## src/rtl/ddr_arb_pkg.sv

```systemverilog
// ddr_arb_pkg: shared widths and state/client encodings for the two-client
// DDR3 arbiter (ddr_arb2) and its burst tracker.
package ddr_arb_pkg;

    localparam int unsigned DDR_ADDR_W  = 32;
    localparam int unsigned DDR_DATA_W  = 64;
    localparam int unsigned DDR_BURST_W = 8;
    localparam int unsigned DDR_CNT_W   = 9;

    typedef enum logic [2:0] {
        IDLE,
        OWN_A,
        OWN_B,
        DRAIN_A,
        DRAIN_B
    } arb_state_t;

    typedef enum logic {
        CLI_A,
        CLI_B
    } client_t;

endpackage

```

## src/rtl/ddr_burst_tracker.sv

```systemverilog
// ddr_burst_tracker: counts read beats still owed to the current owner and
// write beats still to be sent in the open write burst.
//   clk, reset_n     : clock, synchronous active-low reset
//   rd_accept        : read command accepted by the host this cycle
//   wr_accept        : write beat accepted by the host this cycle
//   burstcnt         : burst length of the presented command (0 means 1)
//   rdata_ready      : host returned a read beat this cycle
//   rd_fits          : presented read burst fits without overflowing the counter
//   rd_nonzero       : at least one read beat is outstanding (beat is routable)
//   wr_active        : a write burst is open (wr_remaining != 0)
//   idle             : both counters will be zero after this cycle
module ddr_burst_tracker
    import ddr_arb_pkg::*;
#(
    parameter int unsigned BURST_W = DDR_BURST_W,
    parameter int unsigned CNT_W   = DDR_CNT_W
) (
    input  logic               clk,
    input  logic               reset_n,
    input  logic               rd_accept,
    input  logic               wr_accept,
    input  logic [BURST_W-1:0] burstcnt,
    input  logic               rdata_ready,
    output logic               rd_fits,
    output logic               rd_nonzero,
    output logic               wr_active,
    output logic               idle
);

    // Two spare bits so the add-then-compare never wraps.
    localparam int unsigned SUM_W = ((CNT_W > BURST_W) ? CNT_W : BURST_W) + 2;
    localparam logic [SUM_W-1:0] RD_MAX = {{(SUM_W-CNT_W){1'b0}}, {CNT_W{1'b1}}};

    logic [CNT_W-1:0]   rd_outstanding;
    logic [CNT_W-1:0]   rd_next;
    logic [BURST_W-1:0] wr_remaining;
    logic [BURST_W-1:0] wr_next;
    logic [BURST_W-1:0] beats;
    logic [SUM_W-1:0]   rd_sum;
    logic               rd_dec;

    always_comb begin
        beats      = (burstcnt == '0) ? BURST_W'(1) : burstcnt;
        // A beat arriving with nothing outstanding is stale and ignored.
        rd_dec     = rdata_ready && (rd_outstanding != '0);
        rd_sum     = SUM_W'(rd_outstanding) + SUM_W'(beats) - SUM_W'(rd_dec);
        rd_fits    = (rd_sum <= RD_MAX);

        rd_next = rd_outstanding;
        if (rd_accept) begin
            rd_next = rd_sum[CNT_W-1:0];
        end else if (rd_dec) begin
            rd_next = rd_outstanding - CNT_W'(1);
        end

        wr_next = wr_remaining;
        if (wr_accept) begin
            wr_next = (wr_remaining == '0) ? (beats - BURST_W'(1))
                                           : (wr_remaining - BURST_W'(1));
        end

        rd_nonzero = (rd_outstanding != '0);
        wr_active  = (wr_remaining != '0);
        // Looks one cycle ahead so the grant can drop in the same cycle the
        // last beat completes.
        idle       = (rd_next == '0) && (wr_next == '0);
    end

    always_ff @(posedge clk) begin
        if (!reset_n) begin
            rd_outstanding <= '0;
            wr_remaining   <= '0;
        end else begin
            rd_outstanding <= rd_next;
            wr_remaining   <= wr_next;
        end
    end

endmodule

```

## src/rtl/ddr_arb2.sv

```systemverilog
// ddr_arb2: two-client DDR3 arbiter with grant locking. Grants client A or B
// one at a time, holds the grant while that client keeps acquire high, then
// drains all its outstanding read/write beats before releasing. Round-robin
// when both request.
//   clk, reset_n           : clock, synchronous active-low reset
//   a_*/b_* (in)           : client acquire, addr, wdata, byteenable,
//                            burstcnt, read, write
//   a_busy/b_busy          : command not accepted this cycle
//   a_rdata/b_rdata        : host read data (broadcast)
//   a_/b_rdata_ready       : read beat valid for that client
//   x_* (out)              : host command (addr, wdata, byteenable, burstcnt,
//                            read, write)
//   x_busy, x_rdata, x_rdata_ready : host waitrequest and read return
module ddr_arb2
    import ddr_arb_pkg::*;
#(
    parameter int unsigned ADDR_W  = DDR_ADDR_W,
    parameter int unsigned DATA_W  = DDR_DATA_W,
    parameter int unsigned BURST_W = DDR_BURST_W,
    parameter int unsigned CNT_W   = DDR_CNT_W
) (
    input  logic                clk,
    input  logic                reset_n,

    input  logic                a_acquire,
    input  logic [ADDR_W-1:0]   a_addr,
    input  logic [DATA_W-1:0]   a_wdata,
    input  logic [DATA_W/8-1:0] a_byteenable,
    input  logic [BURST_W-1:0]  a_burstcnt,
    input  logic                a_read,
    input  logic                a_write,
    output logic                a_busy,
    output logic [DATA_W-1:0]   a_rdata,
    output logic                a_rdata_ready,

    input  logic                b_acquire,
    input  logic [ADDR_W-1:0]   b_addr,
    input  logic [DATA_W-1:0]   b_wdata,
    input  logic [DATA_W/8-1:0] b_byteenable,
    input  logic [BURST_W-1:0]  b_burstcnt,
    input  logic                b_read,
    input  logic                b_write,
    output logic                b_busy,
    output logic [DATA_W-1:0]   b_rdata,
    output logic                b_rdata_ready,

    output logic [ADDR_W-1:0]   x_addr,
    output logic [DATA_W-1:0]   x_wdata,
    output logic [DATA_W/8-1:0] x_byteenable,
    output logic [BURST_W-1:0]  x_burstcnt,
    output logic                x_read,
    output logic                x_write,
    input  logic                x_busy,
    input  logic [DATA_W-1:0]   x_rdata,
    input  logic                x_rdata_ready
);

    arb_state_t state;
    client_t    last;

    logic sel_a;
    logic sel_b;
    logic own_cmd;
    logic in_drain;
    logic fwd;
    logic wr_path;
    logic cmd_read;
    logic cmd_write;
    logic owner_busy;
    logic rd_deliver;

    logic rd_fits;
    logic rd_nonzero;
    logic wr_active;
    logic drained;

    ddr_burst_tracker #(
        .BURST_W (BURST_W),
        .CNT_W   (CNT_W)
    ) u_tracker (
        .clk         (clk),
        .reset_n     (reset_n),
        .rd_accept   (x_read && !x_busy),
        .wr_accept   (x_write && !x_busy),
        .burstcnt    (x_burstcnt),
        .rdata_ready (x_rdata_ready),
        .rd_fits     (rd_fits),
        .rd_nonzero  (rd_nonzero),
        .wr_active   (wr_active),
        .idle        (drained)
    );

    always_ff @(posedge clk) begin
        if (!reset_n) begin
            state <= IDLE;
            last  <= CLI_B;
        end else begin
            case (state)
                IDLE: begin
                    if (a_acquire && b_acquire) begin
                        if (last == CLI_B) begin
                            state <= OWN_A;
                            last  <= CLI_A;
                        end else begin
                            state <= OWN_B;
                            last  <= CLI_B;
                        end
                    end else if (a_acquire) begin
                        state <= OWN_A;
                        last  <= CLI_A;
                    end else if (b_acquire) begin
                        state <= OWN_B;
                        last  <= CLI_B;
                    end
                end
                OWN_A:   if (!a_acquire) state <= drained ? IDLE : DRAIN_A;
                OWN_B:   if (!b_acquire) state <= drained ? IDLE : DRAIN_B;
                DRAIN_A: if (drained)    state <= IDLE;
                DRAIN_B: if (drained)    state <= IDLE;
                default: state <= IDLE;
            endcase
        end
    end

    always_comb begin
        sel_a    = (state == OWN_A) || (state == DRAIN_A);
        sel_b    = (state == OWN_B) || (state == DRAIN_B);
        own_cmd  = (state == OWN_A) || (state == OWN_B);
        in_drain = (state == DRAIN_A) || (state == DRAIN_B);

        x_addr       = sel_b ? b_addr       : a_addr;
        x_wdata      = sel_b ? b_wdata      : a_wdata;
        x_byteenable = sel_b ? b_byteenable : a_byteenable;
        x_burstcnt   = sel_b ? b_burstcnt   : a_burstcnt;
        cmd_read     = sel_b ? b_read       : a_read;
        cmd_write    = sel_b ? b_write      : a_write;

        fwd     = reset_n && own_cmd;
        // An open write burst keeps flowing while draining so wr_remaining
        // can reach zero; the client's busy then follows the host.
        wr_path = reset_n && (own_cmd || (in_drain && wr_active));

        x_read  = fwd && cmd_read && rd_fits;
        x_write = wr_path && cmd_write;

        owner_busy = x_busy || !wr_path || (cmd_read && !(fwd && rd_fits));
        a_busy     = sel_a ? owner_busy : 1'b1;
        b_busy     = sel_b ? owner_busy : 1'b1;

        rd_deliver    = reset_n && x_rdata_ready && rd_nonzero;
        a_rdata_ready = rd_deliver && sel_a;
        b_rdata_ready = rd_deliver && sel_b;
        a_rdata       = x_rdata;
        b_rdata       = x_rdata;
    end

endmodule

```

## config.mk

```make
export PLATFORM = sky130hd
export DESIGN_NAME = ddr_arb2
export DESIGN_NICKNAME = d
export VERILOG_FILES = /design/src/rtl/ddr_arb_pkg.sv /design/src/rtl/ddr_burst_tracker.sv /design/src/rtl/ddr_arb2.sv
export SDC_FILE = /design/constraint.sdc
export NUM_CORES = 1
export LEC_CHECK = 0
export CAP_MARGIN = 0
export CORE_AREA = 2 2 214 216
export CTS_CLUSTER_DIAMETER = 50
export DETAILED_ROUTE_END_ITERATION = 8
export DIE_AREA = 0 0 216 218
export HOLD_SLACK_MARGIN = 0.02
export PLACE_DENSITY = 0.43
export REMOVE_ABC_BUFFERS = 1
export SLEW_MARGIN = 20
export SYNTH_ARGS = -nofsm -noshare
export SYNTH_HDL_FRONTEND = slang
export SYNTH_SLANG_ARGS = --single-unit
```

## constraint.sdc

```tcl
create_clock -name clk -period 11.1 [get_ports clk]
set_input_delay 1.11 -clock clk [delete_from_list [all_inputs] [get_ports clk]]
set_output_delay 1.11 -clock clk [all_outputs]
set_load 0.01 [all_outputs]
```

==> results of run 1 <==
==> report_power, final <==
part | internal (uW) | switching, uW
registers | 90.7 | 28.7
clock network | 48.6 | 32.2
logic | 451 | 441
total | 590 | 502
==> layer usage <==
layer | global-route usage [%] | vias to the layer above | routed length (um)
met5 | 3.958 | - | 272
met4 | 1.210 | 14 | 240
met3 | 9.344 | 45 | 5334
met2 | 26.44 | 394 | 18300
met1 | 17.65 | 2494 | 15450
li1 | - | 2281 | -
==> registers in the layout (all words and copies together) (netlist names) <==
| name | cells |
|---|---|
| state | 3 |
| last | 1 |
| u_tracker.rd_outstanding | 9 |
| u_tracker.wr_remaining | 8 |
==> logic make-up (layout without fill, tap and decap cells) <==
logic type | Yosys count | count (layout)
buffers and inverters | 163 | 371
and+or+nand+nor | 125 | 125
muxes | 124 | 124
AOI/OAI and AO/OA | 85 | 85
xor gates and xnor gates | 23 | 23
DFF | 21 | 21
adders and majority gates | 13 | 13
==> path summary, 6_finish.rpt <==
| kind | to | startpoint | slack, ns | cells past startpoint |
|---|---|---|---|---|
| worst max-delay path | a_busy | a_burstcnt[2] | 4.40 | 15 |
| worst min-delay path | u_tracker.wr_remaining[0] | u_tracker.wr_remaining[0] | 0.51 | 2 |
| worst max register to register | state[0] | state[1] | 5.97 | 14 |
| worst min register to register | u_tracker.wr_remaining[0] | u_tracker.wr_remaining[0] | 0.51 | 2 |
==> cell usage after synthesis (3+ instances only) <==
library cell / instances / area (sq um)
buf_4: 128 / 960.9
mux2_2: 117 / 1318
nor2_1: 40 / 150.1
o21ai_0: 23 / 115.1
dfxtp_1: 21 / 420.4
a21oi_1: 16 / 80.08
inv_1: 14 / 52.55
ha_1: 12 / 150.1
clkbuf_1: 11 / 41.29
nand2_1: 11 / 41.29
nor3_1: 11 / 55.05
xnor2_1: 11 / 96.34
xor2_1: 11 / 96.34
a211oi_1: 9 / 67.56
nor4_1: 9 / 56.30
mux2i_1: 7 / 70.07
and3_1: 6 / 37.54
buf_2: 6 / 30.03
nand2b_1: 6 / 37.54
and2_1: 5 / 31.28
nand3_1: 5 / 25.02
nor2b_1: 5 / 31.28
or3_1: 5 / 31.28
buf_1: 4 / 15.01
a2111oi_0: 3 / 26.28
a311oi_1: 3 / 26.28
nor3b_1: 3 / 22.52
==> through the flow <==
step                      setup slack, ns  std cells  hold slack, ns  area, sq um  power, uW
after floorplan                     5.643        405          0.4588         3537      597.0
after global placement              4.413       1358          0.5110         7816       1023
after detailed placement            4.306       1358          0.5012         7816       1016
after CTS                           4.253       1362          0.5121         7896       1104
after global routing                3.929       1362          0.5329         7896       1164
final                               4.397       1362          0.5071         7896       1092
==> cell type report <==
cell class,count,area [sq um]
clock inverters,1,5.005
well taps,600,750.7
repair buffers,353,3528
multi-input cells,370,3064
fillers,5038,37000
inverters,14,52.55
clock buffers,3,75.07
flip-flops and latches,21,420.4
==> worst reg2reg max path: stages, from the launching register on <==
cell and delay, ns:
dfxtp_1 0.52, xnor2_2 0.21, nor2_8 0.21, buf_4 0.69, mux2_2 0.48, ha_1 0.34, o21ai_0 0.12, nor2_1 0.38
o21ai_0 0.24, xnor2_1 0.31, a311o_1 0.23, o311a_1 0.59, mux2i_1 0.46, o21ai_0 0.13, a21oi_1 0.17
==> impl_metrics.env, run 1 <==
export IMPL_status="complete, no violations"
export IMPL_rsz0062_at_grt="no"
export IMPL_cts_sinks=21
export IMPL_async_reset_ff_share_pct=0
export IMPL_syn_area_sq_mm=0.004584
export IMPL_drive_gt1_share_pct=18.11
export IMPL_start_util_pct=10.21
export IMPL_clk_latency_ns=0.26
export IMPL_antenna_found_initial=10
export IMPL_cpMostUsedCell="clkdlybuf4s50_1"
export IMPL_synth_cell_type_count=67
export IMPL_synth_xor_area_share_pct=4.558
export IMPL_area_delta_synth_final_pct=72.24
export IMPL_drtIter0Drc=312
export IMPL_slew_violations=0
export IMPL_syn_instance_count=554
export IMPL_clockRootBuffer="clkbuf_16"
export IMPL_final_period_utilization_pct=60.39
export IMPL_post_cts_resized=0
export IMPL_viasPerCell=3.838
export IMPL_max_slew_margin_pct=42.57
export IMPL_yosys_area_share_simple_pct=15.28
export IMPL_clockBufferDepth=2
export IMPL_die_w_um=216
export IMPL_synth_ff_latch_count=21
export IMPL_grt_overflow_total=0
export IMPL_path_buf_inv=2
export IMPL_ys_flop_type="dfxtp_1"
export IMPL_critPathLaunchType="primary input"
export IMPL_crit_type="in2out"
export IMPL_synth_compound_area_share_pct=13.02
export IMPL_max_stage_delay_ns=0.59
export IMPL_muxShareOfSynthArea_pct=30.27
export IMPL_arrival_ns=5.59
export IMPL_finalSetupViolCount=0
export IMPL_timing_fmax_ghz=0.1492
export IMPL_grt_first_pass_wirelength_mm=50.04
export IMPL_grt_max_degree=60
export IMPL_synth_edf_count=0
export IMPL_max_cap_violations=0
export IMPL_core_sq_mm=0.04489
export IMPL_cpMaxStageDelayCell="nor3_1"
export IMPL_yosys_warnings=0
export IMPL_hpwl_mm=34.12
export IMPL_worst_clock_skew_ns=0.003836
export IMPL_cp_required_ns=9.99
export IMPL_setup_tns_final_ns=0
export IMPL_cts_hold_buf=0
export IMPL_endpoint_kind="output pin"
export IMPL_grt_usage_pct=15.79
export IMPL_syn_avg_cell_area_sq_um=8.275
export IMPL_h_tree_depth=1
export IMPL_cts_made_buffers=3
export IMPL_gp_congestion=0.8483
export IMPL_utilization_pct=17.59
export IMPL_cts_tree="done"
export IMPL_ir_drop_v=0.00005754
export IMPL_row_count=78
export IMPL_die_area_sq_mm=0.04709
export IMPL_cts_clk_slew_worst_paths_ns=0.07
export IMPL_io_pins=544
export IMPL_tightest_slew_ns=0.8615
export IMPL_wirelength_mm=39.59
export IMPL_wl_per_cell_um=29.07
export IMPL_layout_common_cells="351 x clkdlybuf4s50_1, 117 x mux2_2, 40 x nor2_1, 23 x o21ai_0, 21 x dfxtp_1"
export IMPL_drc=0
export IMPL_die_y_um=218
export IMPL_synth_adder_area_share_pct=3.712
export IMPL_synth_top_family_by_area="multiplexers"
export IMPL_drt_first_pass_iters=6
export IMPL_hold_path_class="reg2reg"
export IMPL_power_per_cell_area_mw_per_mm2=138.3
export IMPL_report_final_hold_viol_count=0
export IMPL_crit_fanout=4
export IMPL_insertedDiodeCount=0
export IMPL_grt_pass1_vias=4985
export IMPL_finalNetCount=1074
export IMPL_fin_crit_ns=6.703
export IMPL_p_leak_uw=0.002722
export IMPL_ant_nets=0
export IMPL_io_buffers=351
export IMPL_num_vias=5228
export IMPL_cp_top_family="compound AO/OA/AOI/OAI gates"
export IMPL_yosysSeqAreaShare_pct=9.170
export IMPL_layout_commonest_cell="clkdlybuf4s50_1"
export IMPL_cts_setup_buffers=0
export IMPL_crit_chain="clkdlybuf4s50_1, nor3_1, a31oi_1, mux2i_1, ha_1, fa_1, a211o_1, a311oi_1, o22ai_1, nor2b_1, nand2_1, o311ai_0, a211oi_1, nand3b_1, clkdlybuf4s50_1"
Power figures use the tool's default switching activity.
==> inputs of run 2 (changes only) <==
--- a/config.mk
+++ b/config.mk
@@ -11,7 +11,7 @@
 export DETAILED_ROUTE_END_ITERATION = 8
 export DIE_AREA = 0 0 216 218
 export HOLD_SLACK_MARGIN = 0.02
-export PLACE_DENSITY = 0.43
+export PLACE_DENSITY = 0.44
 export REMOVE_ABC_BUFFERS = 1
 export SLEW_MARGIN = 20
 export SYNTH_ARGS = -nofsm -noshare
==> constraint.sdc (replaced) <==
create_clock -name clk -period 5.7 [get_ports clk]
set_input_delay 0.57 -clock clk [delete_from_list [all_inputs] [get_ports clk]]
set_output_delay 0.57 -clock clk [all_outputs]
set_load 0.01 [all_outputs]
==> run 2 against run 1 <==
Effect of this change: non-clock buffer count rose by 20; global-route usage rose by 0.055 points; final cell count rose by 1.5%; combinational power rose by 100%; first-iteration DRC count rose by 13%; worst setup slack got worse by 4.0 ns; die area did not move; total power rose by 100%; final area rose by 1.9%; clock power rose by 92%; core utilization rose by 0.33 points; hold slack improved by 0.023 ns; critical path type unchanged; critical endpoint unchanged; highest routed layer unchanged.
==> impl_metrics.env, run 2 (synthesis gave the netlist of run 1 again) <==
export IMPL_status="complete, no violations"
export IMPL_switching_share_pct=44.82
export IMPL_timing_fmax_ghz=0.1878
export IMPL_whs_ns=0.5301
export IMPL_wirelength_mm=39.70
export IMPL_drive_gt1_share_pct=20.20
export IMPL_ant_nets=0
export IMPL_fill_cells=5005
export IMPL_max_slew_margin_pct=51.58
export IMPL_core_sq_mm=0.04489
export IMPL_power_per_cell_area_mw_per_mm2=271.0
export IMPL_arrival_ns=4.75
export IMPL_io_pins=544
export IMPL_clockRootBuffer="clkbuf_16"
export IMPL_viasPerCell=3.784
export IMPL_insertedDiodeCount=0
export IMPL_grt_pass1_vias=5186
export IMPL_grt_overflow_total=0
export IMPL_die_area_sq_mm=0.04709
export IMPL_p_int_uw=1203
export IMPL_crit_fanout=5
export IMPL_cts_sinks=21
export IMPL_finalNetCount=1094
export IMPL_h_tree_depth=1
export IMPL_drtIter0Drc=352
export IMPL_p_leak_uw=0.002821
export IMPL_crit_type="in2out"
export IMPL_cts_made_buffers=3
export IMPL_cts_setup_buffers=0
export IMPL_endpoint_kind="output pin"
export IMPL_grt_first_pass_wirelength_mm=50.72
export IMPL_cp_required_ns=5.13
export IMPL_wl_per_cell_um=28.73
export IMPL_area_delta_synth_final_pct=75.52
export IMPL_clockBufferDepth=2
export IMPL_hold_path_class="reg2reg"
export IMPL_ir_drop_v=0.0001083
export IMPL_num_vias=5229
export IMPL_grt_usage_pct=15.84
export IMPL_finalSetupViolCount=0
export IMPL_antenna_found_initial=12
export IMPL_start_util_pct=10.21
export IMPL_top_regs="u_tracker.rd_outstanding x9, u_tracker.wr_remaining x8, state x3"
export IMPL_gp_congestion=0.8439
export IMPL_final_period_utilization_pct=93.42
export IMPL_row_count=78
export IMPL_max_cap_violations=0
export IMPL_hpwl_mm=34.07
export IMPL_die_w_um=216
export IMPL_setup_tns_final_ns=0
export IMPL_clk_latency_ns=0.26
export IMPL_p_comb_share_pct=82.3
export IMPL_largest_register_ff_count=9
export IMPL_finalPower_uw=2181
export IMPL_io_buffers=351
export IMPL_report_final_hold_viol_count=0
export IMPL_drc=0
export IMPL_die_y_um=218
export IMPL_rsz0062_at_grt="no"
export IMPL_critPathLaunchType="primary input"
export IMPL_cts_tree="done"
export IMPL_slew_violations=0
export IMPL_layout_common_cells="351 x clkdlybuf4s50_1, 117 x mux2_2, 40 x nor2_1, 23 x o21ai_0, 22 x buf_4"
export IMPL_layout_commonest_cell="clkdlybuf4s50_1"
export IMPL_p_clk_share_pct=7.1
export IMPL_cts_clk_slew_worst_paths_ns=0.07
export IMPL_worst_clock_skew_ns=0.007560
export IMPL_top_register="u_tracker.rd_outstanding"
export IMPL_pwr_share_seq_pct=10.6
export IMPL_grt_max_degree=56
export IMPL_tightest_slew_ns=0.7187
export IMPL_p_sw_uw=977.6
export IMPL_drt_first_pass_iters=4
export IMPL_fin_crit_ns=5.325
run 2: cell types whose count changed in the layout (fill, tap and decap cells not counted):
cell      before  now
o311ai_1       0    1
o311ai_0       1    0
buf_4          2   22
run 2: area by class of cell:
class	count	area [sq um]	share of cell area, %
well taps	600	750.7	9.330
clock inverters	1	5.005	0.06220
flip-flops and latches	21	420.4	5.225
inverters	14	52.55	0.6531
repair buffers	373	3679	45.72
multi-input cells	370	3064	38.08
clock buffers	3	75.07	0.9330
run 2: power groups by stage:
stage	combinational [uW]	sequential, uW	clock (uW)
finish	1800	230	155
detailed placement	1810	235	0
global route	1950	237	165
floorplan	949	214	0
global placement	1830	235	0
CTS	1830	231	164
run 2: metrics by stage:
step | cells | util, % | area (sq um) | setup slack (ns)
6_report | 1382 | 17.92 | 8046 | 0.3752
3_3_place_gp | 1378 | 17.75 | 7966 | 0.3020
5_1_grt | 1382 | 17.92 | 8046 | 0.05779
3_5_place_dp | 1378 | 17.75 | 7966 | 0.3344
2_1_floorplan | 405 | - | 3537 | 0.7827
4_1_cts | 1382 | 17.92 | 8046 | 0.2756
run 2: repair_timing:
item | in CTS | in global routing
setup endpoints to repair | 0 | 2
hold buffers | 0 | 0
gates resized for setup | 0 | 1
run 2: worst paths after layout:
path	startpoint	to	slack [ns]	cells after the start
setup reg to reg	state[1]	state[0]	1.45	14
hold / removal	u_tracker.wr_remaining[0]	u_tracker.wr_remaining[0]	0.53	2
setup / recovery	a_burstcnt[3]	a_busy	0.38	17
hold reg to reg	u_tracker.wr_remaining[0]	u_tracker.wr_remaining[0]	0.53	2
run 2: layer usage:
| metal | track usage [%] | vias to the layer above | routed length [um] | part of all wire (%) |
|---|---|---|---|---|
| met5 | 2.917 | - | 230 | 0.58 |
| met4 | 1.301 | 16 | 325 | 0.82 |
| met3 | 9.149 | 44 | 5395 | 14 |
| met2 | 26.30 | 401 | 18420 | 46 |
| met1 | 18.08 | 2449 | 15330 | 39 |
| li1 | - | 2319 | - | - |
run 2: critical path, stage by stage:
cell and delay (ns):
clkdlybuf4s50_1 0.55, nor3_1 0.09, buf_4 0.17, a31oi_1 0.17
mux2i_1 0.12, ha_1 0.24, fa_1 0.42, a211o_1 0.34
a311oi_1 0.37, o22ai_1 0.16, nor2b_1 0.17, a311o_1 0.34
o311ai_1 0.12, buf_4 0.18, a211oi_1 0.08, nand3b_1 0.11
clkdlybuf4s50_1 0.55
